===== src/rtl/pipe_hazard_ctrl.sv =====
// Five-stage pipeline sequencer: post-reset clear, stall resolution,
// taken-branch squash with a programmable penalty, and perf counters.

// One source-vs-producer compare. x0 is hardwired zero and never a hazard.
module phc_match #(
  parameter int REG_IDX_W = 5
) (
  input  logic [REG_IDX_W-1:0] rs,
  input  logic                 rs_en,
  input  logic [REG_IDX_W-1:0] dest,
  input  logic                 dest_en,
  output logic                 hit
);
  assign hit = rs_en && (rs != '0) && dest_en && (rs == dest);
endmodule

module pipe_hazard_ctrl #(
  parameter int REG_IDX_W      = 5,
  parameter int INIT_CYCLES    = 4,
  parameter int BRANCH_PENALTY = 1,
  parameter int FORWARDING     = 1,
  parameter int CNT_W          = 32
) (
  input  logic                 clk,
  input  logic                 aresetn,
  input  logic [REG_IDX_W-1:0] i_fe_rs1,
  input  logic [REG_IDX_W-1:0] i_fe_rs2,
  input  logic                 i_fe_rs1_en,
  input  logic                 i_fe_rs2_en,
  input  logic [REG_IDX_W-1:0] i_id_dest_reg,
  input  logic                 i_id_dest_en,
  input  logic                 i_id_is_load,
  input  logic [REG_IDX_W-1:0] i_ex_dest_reg,
  input  logic [REG_IDX_W-1:0] i_me_dest_reg,
  input  logic                 i_ex_dest_en,
  input  logic                 i_me_dest_en,
  input  logic                 i_branch_taken,
  input  logic                 i_ex_busy,
  input  logic                 i_mem_wait,
  output logic                 o_fe_clr,
  output logic                 o_fe_stall,
  output logic                 o_id_clr,
  output logic                 o_id_stall,
  output logic                 o_ex_clr,
  output logic                 o_ex_stall,
  output logic                 o_me_clr,
  output logic                 o_me_stall,
  output logic                 o_wb_clr,
  output logic                 o_wb_stall,
  output logic                 o_pc_redirect,
  output logic                 o_ready,
  output logic [CNT_W-1:0]     o_stall_cnt,
  output logic [CNT_W-1:0]     o_flush_cnt
);
  localparam int NUM_SRC = 2;   // rs1, rs2
  localparam int NUM_PRD = 3;   // id, ex, me producers
  localparam logic [3:0] INIT_LOAD = 4'(INIT_CYCLES - 1);
  localparam logic [2:0] PEN_LOAD  = 3'((BRANCH_PENALTY > 0) ? BRANCH_PENALTY - 1 : 0);

  typedef enum logic [1:0] {ST_INIT, ST_RUN, ST_FLUSH} state_t;

  state_t     state;
  logic [3:0] init_cnt;
  logic [2:0] pen_cnt;

  logic [NUM_SRC-1:0][REG_IDX_W-1:0] src;
  logic [NUM_SRC-1:0]                src_en;
  logic [NUM_PRD-1:0][REG_IDX_W-1:0] prd;
  logic [NUM_PRD-1:0]                prd_en;
  logic [NUM_SRC-1:0][NUM_PRD-1:0]   hit;
  logic [NUM_PRD-1:0]                prd_hit;
  logic                              raw;
  logic                              branch_acc;
  logic                              any_stall;

  assign src    = {i_fe_rs2, i_fe_rs1};
  assign src_en = {i_fe_rs2_en, i_fe_rs1_en};
  assign prd    = {i_me_dest_reg, i_ex_dest_reg, i_id_dest_reg};
  assign prd_en = {i_me_dest_en, i_ex_dest_en, i_id_dest_en};

  // Full source x producer compare matrix.
  for (genvar s = 0; s < NUM_SRC; s++) begin : g_src
    for (genvar p = 0; p < NUM_PRD; p++) begin : g_prd
      phc_match #(.REG_IDX_W(REG_IDX_W)) u_match (
        .rs      (src[s]),
        .rs_en   (src_en[s]),
        .dest    (prd[p]),
        .dest_en (prd_en[p]),
        .hit     (hit[s][p])
      );
    end
  end

  assign prd_hit = hit[0] | hit[1];

  // With forwarding only a load in id cannot be bypassed in time.
  assign raw = (FORWARDING != 0) ? (i_id_is_load && prd_hit[0]) : (|prd_hit);

  // Stage controls decoded from state and live hazard inputs, first match wins.
  always_comb begin
    o_fe_clr = 1'b0; o_fe_stall = 1'b0;
    o_id_clr = 1'b0; o_id_stall = 1'b0;
    o_ex_clr = 1'b0; o_ex_stall = 1'b0;
    o_me_clr = 1'b0; o_me_stall = 1'b0;
    o_wb_clr = 1'b0; o_wb_stall = 1'b0;
    o_pc_redirect = 1'b0;
    branch_acc    = 1'b0;
    if (state == ST_INIT) begin
      o_fe_clr = 1'b1; o_id_clr = 1'b1; o_ex_clr = 1'b1;
      o_me_clr = 1'b1; o_wb_clr = 1'b1;
    end else if (i_mem_wait) begin
      o_fe_stall = 1'b1; o_id_stall = 1'b1; o_ex_stall = 1'b1; o_me_stall = 1'b1;
      o_wb_clr   = 1'b1;
    end else if (i_ex_busy) begin
      o_fe_stall = 1'b1; o_id_stall = 1'b1; o_ex_stall = 1'b1;
      o_me_clr   = 1'b1;
    end else if (state == ST_FLUSH) begin
      o_fe_clr = 1'b1;
    end else if (i_branch_taken) begin
      o_fe_clr      = 1'b1;
      o_id_clr      = 1'b1;
      o_pc_redirect = 1'b1;
      branch_acc    = 1'b1;
    end else if (raw) begin
      o_fe_stall = 1'b1;
      o_id_clr   = 1'b1;
    end
  end

  assign o_ready   = (state != ST_INIT);
  assign any_stall = o_fe_stall | o_id_stall | o_ex_stall | o_me_stall | o_wb_stall;

  // Sequencer state, init/penalty countdowns and wrapping perf counters.
  always_ff @(posedge clk or negedge aresetn) begin
    if (!aresetn) begin
      state       <= ST_INIT;
      init_cnt    <= INIT_LOAD;
      pen_cnt     <= '0;
      o_stall_cnt <= '0;
      o_flush_cnt <= '0;
    end else begin
      case (state)
        ST_INIT: begin
          if (init_cnt == '0) state <= ST_RUN;
          else                init_cnt <= init_cnt - 4'd1;
        end
        ST_RUN: begin
          if (branch_acc && (BRANCH_PENALTY > 0)) begin
            state   <= ST_FLUSH;
            pen_cnt <= PEN_LOAD;
          end
        end
        ST_FLUSH: begin
          // Penalty only elapses on cycles where fe is really being cleared.
          if (!i_mem_wait && !i_ex_busy) begin
            if (pen_cnt == '0) state <= ST_RUN;
            else               pen_cnt <= pen_cnt - 3'd1;
          end
        end
        default: state <= ST_INIT;
      endcase
      if (state != ST_INIT && any_stall) o_stall_cnt <= o_stall_cnt + 1'b1;
      if (branch_acc)                    o_flush_cnt <= o_flush_cnt + 1'b1;
    end
  end
endmodule

===== config.mk =====
export PLATFORM = sky130hd
export DESIGN_NAME = pipe_hazard_ctrl
export DESIGN_NICKNAME = d
export VERILOG_FILES = /design/src/rtl/pipe_hazard_ctrl.sv
export SDC_FILE = /design/constraint.sdc
export NUM_CORES = 1
export LEC_CHECK = 0
export ABC_AREA = 1
export ABC_CLOCK_PERIOD_IN_PS = 3810
export CAP_MARGIN = 40
export CORE_MARGIN = 2
export CORE_UTILIZATION = 56
export CTS_BUF_LIST = sky130_fd_sc_hd__clkbuf_4 sky130_fd_sc_hd__clkbuf_8
export DETAILED_ROUTE_END_ITERATION = 8
export GPL_ROUTABILITY_DRIVEN = 0
export GPL_TIMING_DRIVEN = 0
export PLACE_DENSITY = 0.89
export SYNTH_ARGS = -nofsm -noshare
export SYNTH_HDL_FRONTEND = slang
export SYNTH_SLANG_ARGS = --single-unit

===== constraint.sdc =====
create_clock -name clk -period 3.81 [get_ports clk]
set_input_delay 0.5715 -clock clk [delete_from_list [all_inputs] [get_ports clk]]
set_output_delay 0.5715 -clock clk [all_outputs]
set_load 0.03 [all_outputs]

==> qor.txt <==
Power dissipated by switching net loads: 1.19 mW
Vias in the first global route: 4,768
Syn Area/Cell: 6.89 sq um
Antenna violation net count after detailed routing: 0
Power density normalized to cell area: 466 mW/mm^2
Number of enable flip-flop cells after synthesis: 0
Mapped Area: 0.00478 sq mm
Clock sink count: 73
Largest net degree at the start of global routing: 40
Number of buffers inserted by port buffering: 98
Kind of cell adding the most delay to the critical path: buffers and inverters
Run status: complete, no violations
Final setup viols: 0
Initial DRC count: 297
Overall fraction of global-route tracks in use: 29.2%
Proportion of layout cells with a drive suffix above 1: 6.94%
Final standard cell area without fillers: 0.00611 sq mm
Data arrival at the endpoint of the critical path: 2.93 ns
Sequential-to-total area share from yosys stat: 38.3%
Pin slew with the least headroom to its limit: 0.588 ns
Crit path required time: 3.24 ns
DR vias: 4,986
Detailed-route vias per instance: 5.47
CTS-repair resized insts: 0
Filler-free cell count of the finished design: 912
CP startpoint kind: primary input
Initial core utilization: 57.8%
Crit path kind: in2out
Cell-internal power: 1.66 mW
Post-synthesis cell count: 693
Final Hold Viols: 0
Net switching share of the total power: 41.8%
Antenna diode count: 0
Dominant synthesized flop cell: dfrtp_1
Buffer levels on the longest clock path: 2
Number of H-tree branching levels: 3
Die X-Extent: 96.4 microns
#FFs+latches synth: 73
Pre-Repair DR Iteration Count: 6
Placed Instances: 897
Grt ovf: 0
Clock insertion delay at the later pin of the skew report: 0.35 ns
R2R setup slack: 1.88 ns
Layout Skew: 0.0105 ns
Endpoint of the worst-slack reg-to-reg timing path: o_stall_cnt[26]
Fraction of power consumed by sequential logic: 37.0%
Final Routed Wirelength: 13,000 microns
Layout overhead on the synthesized area: 27.9%
Detailed placer's ending HPWL: 9810 microns
Maximum single-stage delay on the critical path: 0.66 ns
DRC violations left: 0
Total number of nets in the final design: 844
Count of maximum capacitance violations: 0
Origin of the worst setup path: i_id_dest_reg[2]
Crit path buf inv count: 6
Net Count, Synth: 734
Static leakage: 2.85 nW
Crit Path Max Fanout: 10
Most common cell in the synthesized netlist: nand2_1
Height of the die: 96.4 microns
Crit path top cell by count: nand2_1
Kind of capture point of the worst setup path: output port
Relative slew margins: 60.4%
Post-CTS setup buffers: 0
Synth async-reset ratio: 100%
Top cells by area, synth: dfrtp_1 37%, nand2_1 20%, xor2_1 7.3%, inv_1 6.0%, nor2_1 5.7%
First-pass GRT wire length: 21,300 microns
Clock tree from TritonCTS: built
Hold-fix buffer count after cts: 0
Max stage delay cell, worst path: clkdlybuf4s50_1
Max-slew violation count: 0
Distinct cell type count after synthesis: 31
Root buffer cell: clkbuf_8
Synth area leader: dfrtp_1
Worst r2r path cells: 9
Average wire length per cell after detail routing: 14.2 microns
DIE AREA: 0.00928 sq mm
Classification of the worst-slack hold path: in2async
Top Ports: 112
Placed standard-cell area: 0.00591 sq mm
Placeable core region: 0.00826 sq mm
Setup repair after global routing missed its margin: false
Clock transition at the registers of the reported paths: 0.08 ns
Cell row count: 33
Number of antenna violations at the first check in global routing: 0
Synth cell count leaders: 256 x nand2_1, 76 x inv_1, 72 x nor2_1
Relative contribution of combinational cells to total power: 40.7%
Peak supply drop: 0.255 mV
Share of the synthesized area in the top cell type: 37.2%
Inserted Clock Buffers: 9
Final worst-path cycle share: 92.0%
FF-to-FF Start: o_stall_cnt[0]
Top achievable clock speed: 285 MHz
Clock share of power: 22.3%
Final critical delay including setup and external delays: 3.51 ns
Yosys Warn Count: 0
Ordered list of cells on the worst path: clkdlybuf4s50_1, inv_1, nand2_1, nand2_1, inv_1, nand2_1, nor2_1, nand3_1, nand2_1, nand2_1, nand2_2, nand2_1, buf_2, inv_1, clkdlybuf4s50_1
==> stage by stage <==
stage               utilization (%)  power (mW)  hold slack, ns  worst slack [ns]  TNS, ns
floorplan                         -        1.74           0.276              1.48        0
global placement               71.3        2.18           0.455            -0.254   -17.70
detailed placement             71.5        2.22           0.477             0.357        0
CTS                            74.0        2.84           0.177             0.345        0
global route                   74.0        2.98           0.195             0.135        0
finish                         74.0        2.85           0.155             0.304        0
==> flip-flops by register name, summed over array words and instances, names as in the netlist <==
| signal | cells |
|---|---|
| pen_cnt | 3 |
| init_cnt | 4 |
| o_flush_cnt | 32 |
| o_stall_cnt | 32 |
| state | 2 |
==> cell type report <==
class | instances | area (sq um)
clock inverters | 4 | 51.3
repair buffers | 99 | 998
plain buffers | 14 | 71.3
flip-flops and latches | 73 | 1830
multi-input cells | 524 | 2570
clock buffers | 11 | 151
well taps | 105 | 131
fillers | 621 | 2150
inverters | 82 | 308
==> worst max path at each step <==
stage                                  to  slack [ns]  cells after the start
after CTS                      o_fe_stall        0.35                     15
after detailed placement       o_fe_stall        0.36                     15
after global placement    o_flush_cnt[20]       -0.25                      1
final                          o_fe_stall        0.30                     15
after floorplan                o_fe_stall        1.48                      7
after global routing           o_fe_stall        0.13                     15
==> cells by family after synthesis <==
kind of cell | after synthesis | synth area share (%)
simple gates | 437 | 39.3
buf+inv | 96 | 7.94
flops | 73 | 38.3
xor+xnor | 56 | 10.3
compound gates | 25 | 2.78
fa+ha+maj | 5 | 1.31
other cells | 1 | 0.0785
==> metal layers <==
metal	GRT usage, %	vias to the layer above	share of wire, %
met5	0	-	0
met1	35.9	2317	39
met2	49.5	246	49
met4	14.1	0	3.6
li1	-	2375	-
met3	5.01	48	8.0
==> power by group through the flow <==
stage	combinational [mW]	sequential (mW)	clock, mW
finish	1.16	1.05	0.634
global route	1.25	1.07	0.666
CTS	1.16	1.05	0.636
detailed placement	1.16	1.06	0
global placement	1.12	1.06	0
floorplan	0.525	1.21	0
==> layout by cell type (no fill, tap or decap), drive strengths merged <==
cell and instances:
clkinv 1, o21bai 1, nor2 82, clkbuf 14, nor4 1, nand3b 5, xor2 40, clkinvlp 1
xnor2 16, a21oi 3, nand3 49, buf 13, bufinv 1, inv 83, o22ai 2, dfstp 2
dfrtp 71, nor3 30, conb 1, nand4 10, o21ai 18, ha 5, clkdlybuf4s50 97, o31ai 1
nand2 260
Power figures use the tool's default switching activity.
